==> src/rtl/push_arbiter_pkg.sv <==
// Shared definitions for the push arbiter: FSM state encodings and logic-level constants.
package push_arbiter_pkg;

  typedef enum logic [1:0] {
    IDLE    = 2'd0,
    ISSUE   = 2'd1,
    WAIT    = 2'd2,
    RELEASE = 2'd3
  } state_t;

  localparam logic HIGH = 1'b1;
  localparam logic LOW  = 1'b0;

endpackage

==> src/rtl/rr_priority_select.sv <==
// Combinational round-robin selector: first set request at or above pointer, else lowest set request.
module rr_priority_select
  import push_arbiter_pkg::*;
#(
  parameter int NUM_PORTS  = 4,
  parameter int INDEX_BITS = 2
) (
  input  logic [NUM_PORTS-1:0]  req,
  input  logic [INDEX_BITS-1:0] pointer,
  output logic                  grant_valid,
  output logic [INDEX_BITS-1:0] grant_index
);

  logic                  hi_valid;
  logic                  lo_valid;
  logic [INDEX_BITS-1:0] hi_index;
  logic [INDEX_BITS-1:0] lo_index;

  // Upward scan from pointer with wrap is split into two ascending passes:
  // lowest hit at/above pointer wins, otherwise lowest hit overall.
  always_comb begin
    hi_valid = LOW;
    lo_valid = LOW;
    hi_index = '0;
    lo_index = '0;
    for (int unsigned j = 0; j < NUM_PORTS; j++) begin
      if (req[j] && (INDEX_BITS'(j) >= pointer) && !hi_valid) begin
        hi_valid = HIGH;
        hi_index = INDEX_BITS'(j);
      end
      if (req[j] && !lo_valid) begin
        lo_valid = HIGH;
        lo_index = INDEX_BITS'(j);
      end
    end
    grant_valid = hi_valid | lo_valid;
    grant_index = hi_valid ? hi_index : lo_index;
  end

endmodule

==> src/rtl/push_arbiter.sv <==
// Round-robin arbiter sharing one FIFO push port (req/ack handshake) among NUM_PORTS producers.
module push_arbiter
  import push_arbiter_pkg::*;
#(
  parameter int NUM_PORTS   = 4,
  parameter int WORD_SIZE   = 1,
  parameter int INDEX_BITS  = 2,
  parameter int ACK_TIMEOUT = 8
) (
  input  logic                           clock,
  input  logic                           clear,
  input  logic [NUM_PORTS*WORD_SIZE-1:0] inValue,
  input  logic [NUM_PORTS-1:0]           inReq,
  output logic [NUM_PORTS-1:0]           inAck,
  output logic [WORD_SIZE-1:0]           fifoValue,
  output logic                           fifoReq,
  input  logic                           fifoAck,
  output logic [INDEX_BITS-1:0]          grantIndex,
  output logic                           busy,
  output logic                           stalled
);

  localparam int CNT_BITS = $clog2(ACK_TIMEOUT + 1);

  state_t                  state,       next_state;
  logic [NUM_PORTS-1:0]    in_ack,      next_in_ack;
  logic [WORD_SIZE-1:0]    fifo_value,  next_fifo_value;
  logic                    fifo_req,    next_fifo_req;
  logic [INDEX_BITS-1:0]   grant_index, next_grant_index;
  logic                    stall,       next_stall;
  logic [INDEX_BITS-1:0]   rr_pointer,  next_rr_pointer;
  logic [CNT_BITS-1:0]     timeout_cnt, next_timeout_cnt;

  logic                    sel_valid;
  logic [INDEX_BITS-1:0]   sel_index;
  logic [WORD_SIZE-1:0]    sel_word;

  rr_priority_select #(
    .NUM_PORTS  (NUM_PORTS),
    .INDEX_BITS (INDEX_BITS)
  ) u_select (
    .req         (inReq),
    .pointer     (rr_pointer),
    .grant_valid (sel_valid),
    .grant_index (sel_index)
  );

  always_comb begin
    sel_word = '0;
    for (int unsigned j = 0; j < NUM_PORTS; j++) begin
      if (INDEX_BITS'(j) == sel_index) sel_word = inValue[j*WORD_SIZE +: WORD_SIZE];
    end
  end

  always_ff @(posedge clock or negedge clear) begin
    if (!clear) begin
      state       <= IDLE;
      in_ack      <= '0;
      fifo_value  <= '0;
      fifo_req    <= LOW;
      grant_index <= '0;
      stall       <= LOW;
      rr_pointer  <= '0;
      timeout_cnt <= '0;
    end else begin
      state       <= next_state;
      in_ack      <= next_in_ack;
      fifo_value  <= next_fifo_value;
      fifo_req    <= next_fifo_req;
      grant_index <= next_grant_index;
      stall       <= next_stall;
      rr_pointer  <= next_rr_pointer;
      timeout_cnt <= next_timeout_cnt;
    end
  end

  always_comb begin
    next_state       = state;
    next_in_ack      = '0;
    next_fifo_value  = fifo_value;
    next_fifo_req    = LOW;
    next_grant_index = grant_index;
    next_stall       = stall;
    next_rr_pointer  = rr_pointer;
    next_timeout_cnt = timeout_cnt;
    unique case (state)
      IDLE: begin
        if (sel_valid) begin
          next_grant_index = sel_index;
          next_fifo_value  = sel_word;
          next_fifo_req    = HIGH;
          next_state       = ISSUE;
        end
      end
      ISSUE: begin
        next_timeout_cnt = '0;
        next_state       = WAIT;
      end
      WAIT: begin
        if (fifoAck) begin
          for (int unsigned j = 0; j < NUM_PORTS; j++) begin
            next_in_ack[j] = (INDEX_BITS'(j) == grant_index);
          end
          next_rr_pointer = (grant_index == INDEX_BITS'(NUM_PORTS - 1)) ? '0 : grant_index + 1'b1;
          next_stall      = LOW;
          next_state      = RELEASE;
        end else if (timeout_cnt == CNT_BITS'(ACK_TIMEOUT - 1)) begin
          // Retry with the latched word; the FIFO is never given up on.
          next_stall    = HIGH;
          next_fifo_req = HIGH;
          next_state    = ISSUE;
        end else begin
          next_timeout_cnt = timeout_cnt + 1'b1;
        end
      end
      RELEASE: begin
        next_state = IDLE;
      end
      default: next_state = IDLE;
    endcase
  end

  assign inAck      = in_ack;
  assign fifoValue  = fifo_value;
  assign fifoReq    = fifo_req;
  assign grantIndex = grant_index;
  assign stalled    = stall;
  assign busy       = (state != IDLE);

endmodule

==> config.mk <==
export PLATFORM = sky130hd
export DESIGN_NAME = push_arbiter
export DESIGN_NICKNAME = d
export VERILOG_FILES = /design/src/rtl/push_arbiter_pkg.sv /design/src/rtl/rr_priority_select.sv /design/src/rtl/push_arbiter.sv
export SDC_FILE = /design/constraint.sdc
export NUM_CORES = 1
export LEC_CHECK = 0
export ABC_AREA = 1
export ABC_CLOCK_PERIOD_IN_PS = 1590
export CAP_MARGIN = 20
export CORE_ASPECT_RATIO = 1.1
export CORE_MARGIN = 5
export CORE_UTILIZATION = 40
export CTS_CLUSTER_SIZE = 10
export DETAILED_ROUTE_END_ITERATION = 16
export PLACE_DENSITY = 0.75
export SYNTH_ARGS = -nofsm -noshare
export SYNTH_HDL_FRONTEND = slang
export SYNTH_SLANG_ARGS = --single-unit
==> constraint.sdc <==
create_clock -name clock -period 1.59 [get_ports clock]
set_input_delay 0.2385 -clock clock [delete_from_list [all_inputs] [get_ports clock]]
set_output_delay 0.2385 -clock clock [all_outputs]
set_load 0.02 [all_outputs]
== After elaboration in Yosys (flattened, before gate mapping) ==
Index checks and enable logic that the tools add are counted.

* Memories: 0
* Output and inout bits: 10
* Memory bits (writable): 0
* Latch bits: 0
* Logic and storage cells: 92
* ROM bits: 0
* Flip-flop bits (word level): 17
* Bits of input ports: 11

* Bitwise operators: 1
* Reduce and logical (&&, ||, !) cells: 27
* Equality and inequality tests: 15
* $lt $le $gt $ge: 4
* Div/mod/pow operators: 0
* Multipliers: 0
* Shift-type cells: 0
* Add/subtract/negate cells: 2
* Multiplexer cells: 35

{| class="wikitable"
|+ Operators with widths
! operator !! count
|-
| 2-to-1 mux 1 bit || 19
|-
| 2-to-1 mux 2 bit || 9
|-
| 2-to-1 mux 4 bit || 4
|-
| logical AND 1 bit || 10
|-
| equality test 2 bit (first input constant) || 4
|-
| case mux 2 bit (4 select lines) || 1
|-
| case mux 4 bit (2 select lines) || 1
|-
| AND reduction 2 bit || 4
|-
| equality test 2 bit (second input constant) || 3
|-
| zero test 1 bit || 6
|-
| zero test 2 bit || 3
|-
| inequality test 2 bit (second input constant) || 3
|-
| nonzero test 2 bit || 3
|-
| adder 4 x 1 -> 4 bit (second input constant) || 1
|-
| equality test 1 x 2 -> 1 bit (first input constant) || 2
|-
| equality test 4 x 3 -> 1 bit (second input constant) || 1
|-
| greater-or-equal comparator 1 x 2 -> 1 bit (first input constant) || 2
|-
| greater-or-equal comparator 2 bit (first input constant) || 2
|-
| inequality test 3 bit (second input constant) || 1
|-
| AND reduction 3 bit || 1
|-
| adder 2 x 1 -> 2 bit (second input constant) || 1
|-
| equality test 2 x 1 -> 1 bit (second input constant) || 1
|-
| case mux 1 bit (2 select lines) || 1
|-
| bitwise OR 1 bit || 1
|}

== Logic depth before layout (Yosys ltp) ==
* Depth in word-level cells: 18
* Gate-level depth with buffers: 11
* Mapped depth without buffers: 11

== By module ==
From an unflattened synthesis, not the netlist that was laid out.

* Cell total of the unflattened synthesis: 122
* Area total of the unflattened synthesis: 919.6 um^2

{| class="wikitable"
|+ By module, submodules not included
! module !! cells each !! times used !! seq. area each (um^2) !! area each (um^2)
|-
| push_arbiter || 99 || 1 || 425.4 || 825.8
|-
| rr_priority_select || 23 || 1 || 0.0 || 93.8
|}

== Worst setup path after synthesis ==
Ideal clock, no wire load.

* Path kind: register -> register
* Start point: register timeout_cnt[0]
* End point: register timeout_cnt[1]
* Data required time: 1469 ps
* Slack: 174 ps
* Setup time: 121 ps
* Period minus slack after synthesis: 1416 ps
* Arrival time: 1295 ps
* Stages on the path, launching flop included: 11
* Buffers on the path: 0
* Cells stage by stage: dfrtp_1 -> ha_1 -> nand2_1 -> inv_2 -> nand2_1 -> nand2_1 -> nor2_8 -> inv_2 -> nand2_2 -> inv_2 -> a22o_1

* Word-level cells in the longest chain between the ends: 4
* Elaborated cells on any way between the ends: 7
* Classes of those cells: add/sub (1); eq/ne (2); mux (3); reduce/logical (1)

{| class="wikitable"
|+ RTL lines
! element !! RTL line !! text
|-
| start, declared || push_arbiter.sv:32 || <nowiki>logic [CNT_BITS-1:0] timeout_cnt, next_timeout_cnt;</nowiki>
|-
| start signal, assigned || push_arbiter.sv:73 || <nowiki>timeout_cnt <= next_timeout_cnt;</nowiki>
|-
| adder 4 x 1 -> 4 bit || push_arbiter.sv:113 || <nowiki>next_timeout_cnt = timeout_cnt + 1'b1;</nowiki>
|-
| 2-to-1 mux 4 bit || push_arbiter.sv:107 || <nowiki>end else if (timeout_cnt == CNT_BITS'(ACK_TIMEOUT - 1)) begin</nowiki>
|-
| 2-to-1 mux 4 bit || push_arbiter.sv:100 || <nowiki>if (fifoAck) begin</nowiki>
|-
| case mux 4 bit (2 select lines) || push_arbiter.sv:86 || <nowiki>unique case (state)</nowiki>
|}

Several ways; a longest one is shown, not always the timed one. The select of a mux whose other input is x is not followed.
A chain may end at the register's enable or synchronous reset.

== Final worst setup path ==
* Start point: register fifo_value (netlist: fifoValue)
* End point: output fifoValue

{| class="wikitable"
|+ RTL lines
! element !! RTL line !! text
|-
| start, declared || push_arbiter.sv:27 || <nowiki>logic [WORD_SIZE-1:0] fifo_value, next_fifo_value;</nowiki>
|-
| start signal, assigned || push_arbiter.sv:68 || <nowiki>fifo_value <= next_fifo_value;</nowiki>
|-
| end, declared || push_arbiter.sv:15 || <nowiki>output logic [WORD_SIZE-1:0] fifoValue,</nowiki>
|}

No word-level cell between the ends.

==> run_results.csv <==
group,metric,value,unit
status,status,"completed",
pwr,p_comb_frac,0.497,
timing,max_slew_margin,0.667,
timing,tightest_slew,0.500,ns
flow_run,max-cap-violations,0,
global_routing,grt_max_degree,18,
drt,dr.pass1.iters,4,
clocking,cts_root_buffer,"clkbuf_4",
global_routing,grt_overflow_total,0,
finish,areaGrowthSynthToFinish,32.8,%
setup_path,cpPeakStageDelay,0.61,ns
pwr,power_switching,780,µW
global_routing,antenna_found_initial,0,
synth,yosysTopAreaCell,"dfrtp_1",
pwr,p_int,1.06,mW
pwr,p_seq_frac,0.375,
placed_design,port_buffers,20,
synth,synthDistinctLibCells,21,
synth,yosys-top-cells-area,"dfrtp_1 (48%), nand2_1 (14%), ha_1 (7.0%), nor2_1 (6.7%), inv_1 (4.6%)",
global_routing,grt_use_total,0.127,
synth,avgSynthCellArea,8.05,µm²
global_routing,grt_pass1_wl,3110,µm
timing,rsz0062_at_grt,"false",
synth,syn_nets,127,
timing,drv_slew,0,
setup_path,start_kind,"flop",
worst_hold_path,hold_class,"input pin to asynchronous set/reset pin",
clocking,htreeDepth,1,
clocking,numCtsBuffers,3,
timing,setup_violations,0,
drt,routedWlPerCell,10.2,µm
synth,netlist_area,893,µm²
setup_path,crit_buf_inv,1,
timing,min_period,1.52,ns
drt,vias_per_cell,4.49,
timing,setup_tns,0,ns
synth,synth-seq-cells,17,
setup_path,cpLargestDelayFamily,"buffers and inverters",
placed_design,dp.cells,162,
pwr,power_frac_clock,0.128,
drt,drcViolationCount,0,
floorplan,die_height,59.6,µm
floorplan,core,0.00218,mm²
setup_path,cp_num_cells,1,
floorplan,core.rowCount,18,
clocking,insertion_delay,0.30,ns
timing,post-route-period-util,0.956,
drt,vias,759,
timing,hold_viol,0,
setup_path,r2r_cells,6,
clocking,cts.path.max_buffers,2,
synth,yosysWarnings,0,
finish,nFillCells,210,
finish,nets,156,
setup_path,required,1.35,ns
finish,diodes,0,
pwr,powerDensity,1560,mW/mm²
setup_path,arrival,1.28,ns
pwr,power,1.84,mW
synth,synth_top_area_frac,0.476,
timing,fin_worst_skew,0.00613,ns
drt,routed_wl,1720,µm
drt,detail-route-antenna-nets,0,
synth,synth.yosys.seq_area_share,0.476,
clocking,numClockSinks,17,
setup_path,crit_chain,"clkdlybuf4s50_1",
floorplan,pin_count,21,
finish,drive_above_1_share,0.137,
placed_design,dp_hpwl,1410,µm
synth,synthCells,111,
floorplan,design.die.area,0.00328,mm²
global_routing,grt_pass1_vias,759,
drt,first_iter_violations,8,
pwr,p_leak,0.608,nW
setup_path,crit_fanout,2,
clocking,cts_tree,"done",
setup_path,cp_slowest_cell,"clkdlybuf4s50_1",
placed_design,gp_congestion,0.831,
timing,whs,0.254,ns
floorplan,die_x,55.1,µm
pwr,ir_worst_vdd,1010,µV
floorplan,initial_core_util,0.409,
clocking,cts_hold_buf,0,
pwr,switching_share,0.423,
finish,stdcell_count,169,
timing,fmax,0.658,GHz
setup_path,endpoint_kind,"output port",
setup_path,path_class,"flop to output port",
clocking,clk_pin_slew,0.10,ns
[cells by family (layout without fill, tap and decap cells)]
kind of cell	count (synthesis)	count (layout)	share of synthesized area
and+or+nand+nor	62	62	0.300
adders and majority gates	5	5	0.0700
xor gates and xnor gates	1	1	0.00981
DFF	17	17	0.476
AOI/OAI and AO/OA	9	9	0.0644
buffers and inverters	17	45	0.0798
[worst paths after layout]
path | start | endpoint | slack, ns
hold / removal | clear | timeout_cnt[2]$_DFFE_PN0P_ | 0.25
hold reg to reg | state[0]$_DFFE_PN0P_ | state[0]$_DFFE_PN0P_ | 0.51
setup reg to reg | state[0]$_DFFE_PN0P_ | timeout_cnt[1]$_DFFE_PN0P_ | 0.13
setup / recovery | fifoValue$_DFFE_PN0P_ | fifoValue | 0.07
max in group asynchronous | clear | fifoValue$_DFFE_PN0P_ | 1.14
min in group clock | state[0]$_DFFE_PN0P_ | state[0]$_DFFE_PN0P_ | 0.51
[routing by layer]
layer	track usage	vias up	wire (µm)
li1	-	400	-
met1	0.159	342	762
met2	0.215	14	873
met3	0.0252	3	64
met4	0.0417	0	23
met5	0	-	0
[area by class of cell]
type / count / area (µm²) / share of cell area
inverters: 16 / 60.1 / 0.0506
repair buffers: 25 / 234 / 0.197
clock buffers: 3 / 22.5 / 0.0190
well taps: 30 / 37.5 / 0.0316
clock inverters: 1 / 5.00 / 0.00422
flip-flops and latches: 17 / 425 / 0.359
multi-input cells: 77 / 402 / 0.339
[state kept, by name (all words and copies together) (netlist names)]
name and flops:
fifoValue 1, state 2, grantIndex 2, timeout_cnt 4, fifoReq 1, rr_pointer 2, stalled 1, inAck 4
[power groups by stage]
stage	combinational, mW	clock (mW)	sequential, mW
after CTS	0.871	0.239	0.698
after floorplan	0.527	0	0.760
after global routing	1.04	0.262	0.713
after detailed placement	0.895	0	0.706
after global placement	0.864	0	0.700
final	0.917	0.236	0.692
[layout by cell type (no fill, tap or decap), drive strengths merged, types with 2 or more instances in the layout]
cell type      instances
inv                   16
dfrtp                 17
clkbuf                 3
o31ai                  2
nand2                 35
nor2                  18
a21oi                  3
clkdlybuf4s50         17
buf                    5
ha                     5
nand3                  6
dlygate4sd2            3
[worst reg2reg max path: stages, from the launching register on]
cell and delay (ns):
dfrtp_1 0.42, or2_0 0.40, nor2_8 0.19, inv_2 0.06, nand2_2 0.08, inv_2 0.05, a22o_1 0.17
[synthesized netlist by cell type]
master and instances:
nand2_1 34, nand3_1 6, nand2_2 1, buf_6 1, xor2_1 1, o22ai_1 1
nor2_1 16, inv_2 5, nor2_8 1, inv_1 11, ha_1 5, nor2_2 1
nand4_1 1, nor3_1 1, a21oi_1 3, or2_0 1, o31ai_1 2, dfrtp_1 17
a22o_1 1, o21a_1 1, o21ai_1 1
[stage by stage]
stage | util | area, µm² | worst slack [ns]
after global routing | 0.543 | 1190 | 0.0202
final | 0.543 | 1190 | 0.0697
after floorplan | - | 893 | 0.174
after detailed placement | 0.519 | 1130 | 0.00407
after global placement | 0.519 | 1130 | 0.00256
after CTS | 0.530 | 1160 | 0.0419
[repair_timing]
action                                  CTS  global route
resized for setup                         3             2
buffers inserted                          0             3
endpoints found under the setup margin    3             2
cloned                                    0             0
No activity file was read; power rests on OpenSTA's default activity.
==> edit (same settings) <==
The parameter `ACK_TIMEOUT` goes from 8 to 4.
--- a/src/rtl/push_arbiter.sv
+++ b/src/rtl/push_arbiter.sv
@@ -5,7 +5,7 @@
   parameter int NUM_PORTS   = 4,
   parameter int WORD_SIZE   = 1,
   parameter int INDEX_BITS  = 2,
-  parameter int ACK_TIMEOUT = 8
+  parameter int ACK_TIMEOUT = 4
 ) (
   input  logic                           clock,
   input  logic                           clear,
Check against the original RTL: not equivalent (Yosys sat finds a counterexample within 10 cycles, from zero or initial values).
==> edit against the unedited design <==
Register-to-register slack worse by 50 ps; power fell by 2.6%; sequential cell count decreased by 1; worst setup slack better by 10 ps; area after synthesis decreased by 6.7%; combinational power shrank 3.8%; highest routed layer unchanged; clock skew down 4.5 ps; synthesized cell count fell by 6.3%; critical path depth grew 6; sequential power fell by 5.2%; wire length decreased by 4.9%; cell area fell by 4.0%.
==> edit: results (changes against the unedited design) <==
Timing
  • Worst Tran Pin Value: 225 ps (was 500 ps)
  • Final hold slack: 267 ps (was 254 ps)
  • Clk_skew: 1.62 ps (was 6.13 ps)

Layout
  • Final-layout clock-cell area share: 3.19% (was 2.32%)
  • Buffer share of cell area: 20.5% (was 19.7%)
  • Area of the multi-input gates: 362 um^2 (was 402 um^2)
  • NumNets Final: 150 (was 156)
  • Inverter count: 19 (was 16)
  • Final core occ: 56.9% (was 54.3%)
  • Multi-input gates: 69 (was 77)
  • Fraction of area in multi-input gates: 31.8% (was 33.9%)
  • # clk buffers: 4 (was 3)
  • Layout cells sized above 1: 11.4% (was 13.7%)

Setup path
  • R2R Setup Slk: 80 ps (was 130 ps)
  • Reg2reg start: timeout_cnt[0]$_DFFE_PN0P_ (was state[0]$_DFFE_PN0P_)
  • Reg2reg path depth: 7 (was 6)

Detailed routing
  • Total routed wirelength: 1.64 mm (was 1.72 mm)
  • Routed via count: 722 (was 759)
  • Drt initial violations: 9 (was 8)

Synth
  • Register area share after synthesis: 48.0% (was 47.6%)
  • Syn_nets: 121 (was 127)
  • Synth Register Bits: 16 (was 17)
  • Complex-gate fraction of the synthesized area: 7.96% (was 6.44%)
  • Synth top area cells: dfrtp_1 48%, nand2_1 14%, ha_1 9.0% (was dfrtp_1 48%, nand2_1 14%, ha_1 7.0%)
  • Most frequent cells after synthesis: 31 x nand2_1, 16 x dfrtp_1, 16 x inv_1, 12 x nor2_1 (was 34 x nand2_1, 17 x dfrtp_1, 16 x nor2_1, 11 x inv_1, 6 x nand3_1)
  • Post-synthesis adder-cell area fraction: 9.01% (was 7.00%)
  • Post-Synth XOR/XNOR Area: 0% (was 0.980%)

Power
  • Comb. pwr: 0.000882 W (was 0.000917 W)
  • Clk. pwr: 0.000258 W (was 0.000236 W)
  • Maximum VDD drop: 0.000969 V (was 0.00101 V)
  • Cell internal pwr: 0.00106 W (about the same)
  • Clk pwr share: 14.4% (was 12.8%)

Outcome
  • Status: completed (unchanged)

Placement
  • Dpl ws: -9.29 ps (was 4.07 ps)
  • Final HPWL DP: 1.42 mm (was 1.41 mm)
  • Placed cell areas: 1100 um^2 (was 1130 um^2)

Global routing
  • First-pass GRT wire length: 2.87 mm (was 3.11 mm)
  • Vias in the first global route: 747 (was 759)
  • Total GRT Usage: 12.4% (was 12.7%)

CTS
  • Worst-Skew Late Latency: 270 ps (was 300 ps)
[edit: cell count changes after synthesis, moves of 2 or more]
cell | unedited run | this run
nand2_1 | 34 | 31
inv_1 | 11 | 16
o21ai_0 | 0 | 4
nor2_1 | 16 | 12
inv_2 | 5 | 3
[edit: per-layer routing]
| metal | part of all wire, % | GRT usage [%] | vias to the layer above | wire length, um |
|---|---|---|---|---|
| met3 | 4.1 | 3.08 | 2 | 67 |
| met4 | 0.61 | 3.28 | 0 | 10 |
| li1 | - | - | 377 | - |
| met1 | 44 | 14.2 | 328 | 716 |
| met2 | 52 | 22.2 | 15 | 845 |
| met5 | 0 | 0 | - | 0 |
[edit: timing repair]
action,in CTS,in global routing
resized for setup,1,2
gates cloned,0,0
setup endpoints to repair,1,2
[edit: worst max-delay path by stage]
stage                                from                          to  slack [ps]  depth (start not counted)
3_5_place_dp                     inReq[1]       fifoValue$_DFFE_PN0P_          -9                         10
4_1_cts         grantIndex[0]$_DFFE_PN0P_               grantIndex[0]           1                          1
5_1_grt        timeout_cnt[0]$_DFFE_PN0P_  timeout_cnt[1]$_DFFE_PN0P_          10                          7
6_report       timeout_cnt[0]$_DFFE_PN0P_  timeout_cnt[1]$_DFFE_PN0P_          80                          7
3_3_place_gp                     inReq[1]       fifoValue$_DFFE_PN0P_          80                         10
2_1_floorplan  timeout_cnt[0]$_DFFE_PN0P_  timeout_cnt[1]$_DFFE_PN0P_         170                          7
[edit: worst max-delay path, stage by stage (launching register included)]
cell and delay [ps]:
dfrtp_1 410, ha_1 200, ha_1 230, nor3_4 220, inv_2 60, nand2_2 80
inv_2 40, a22o_1 160
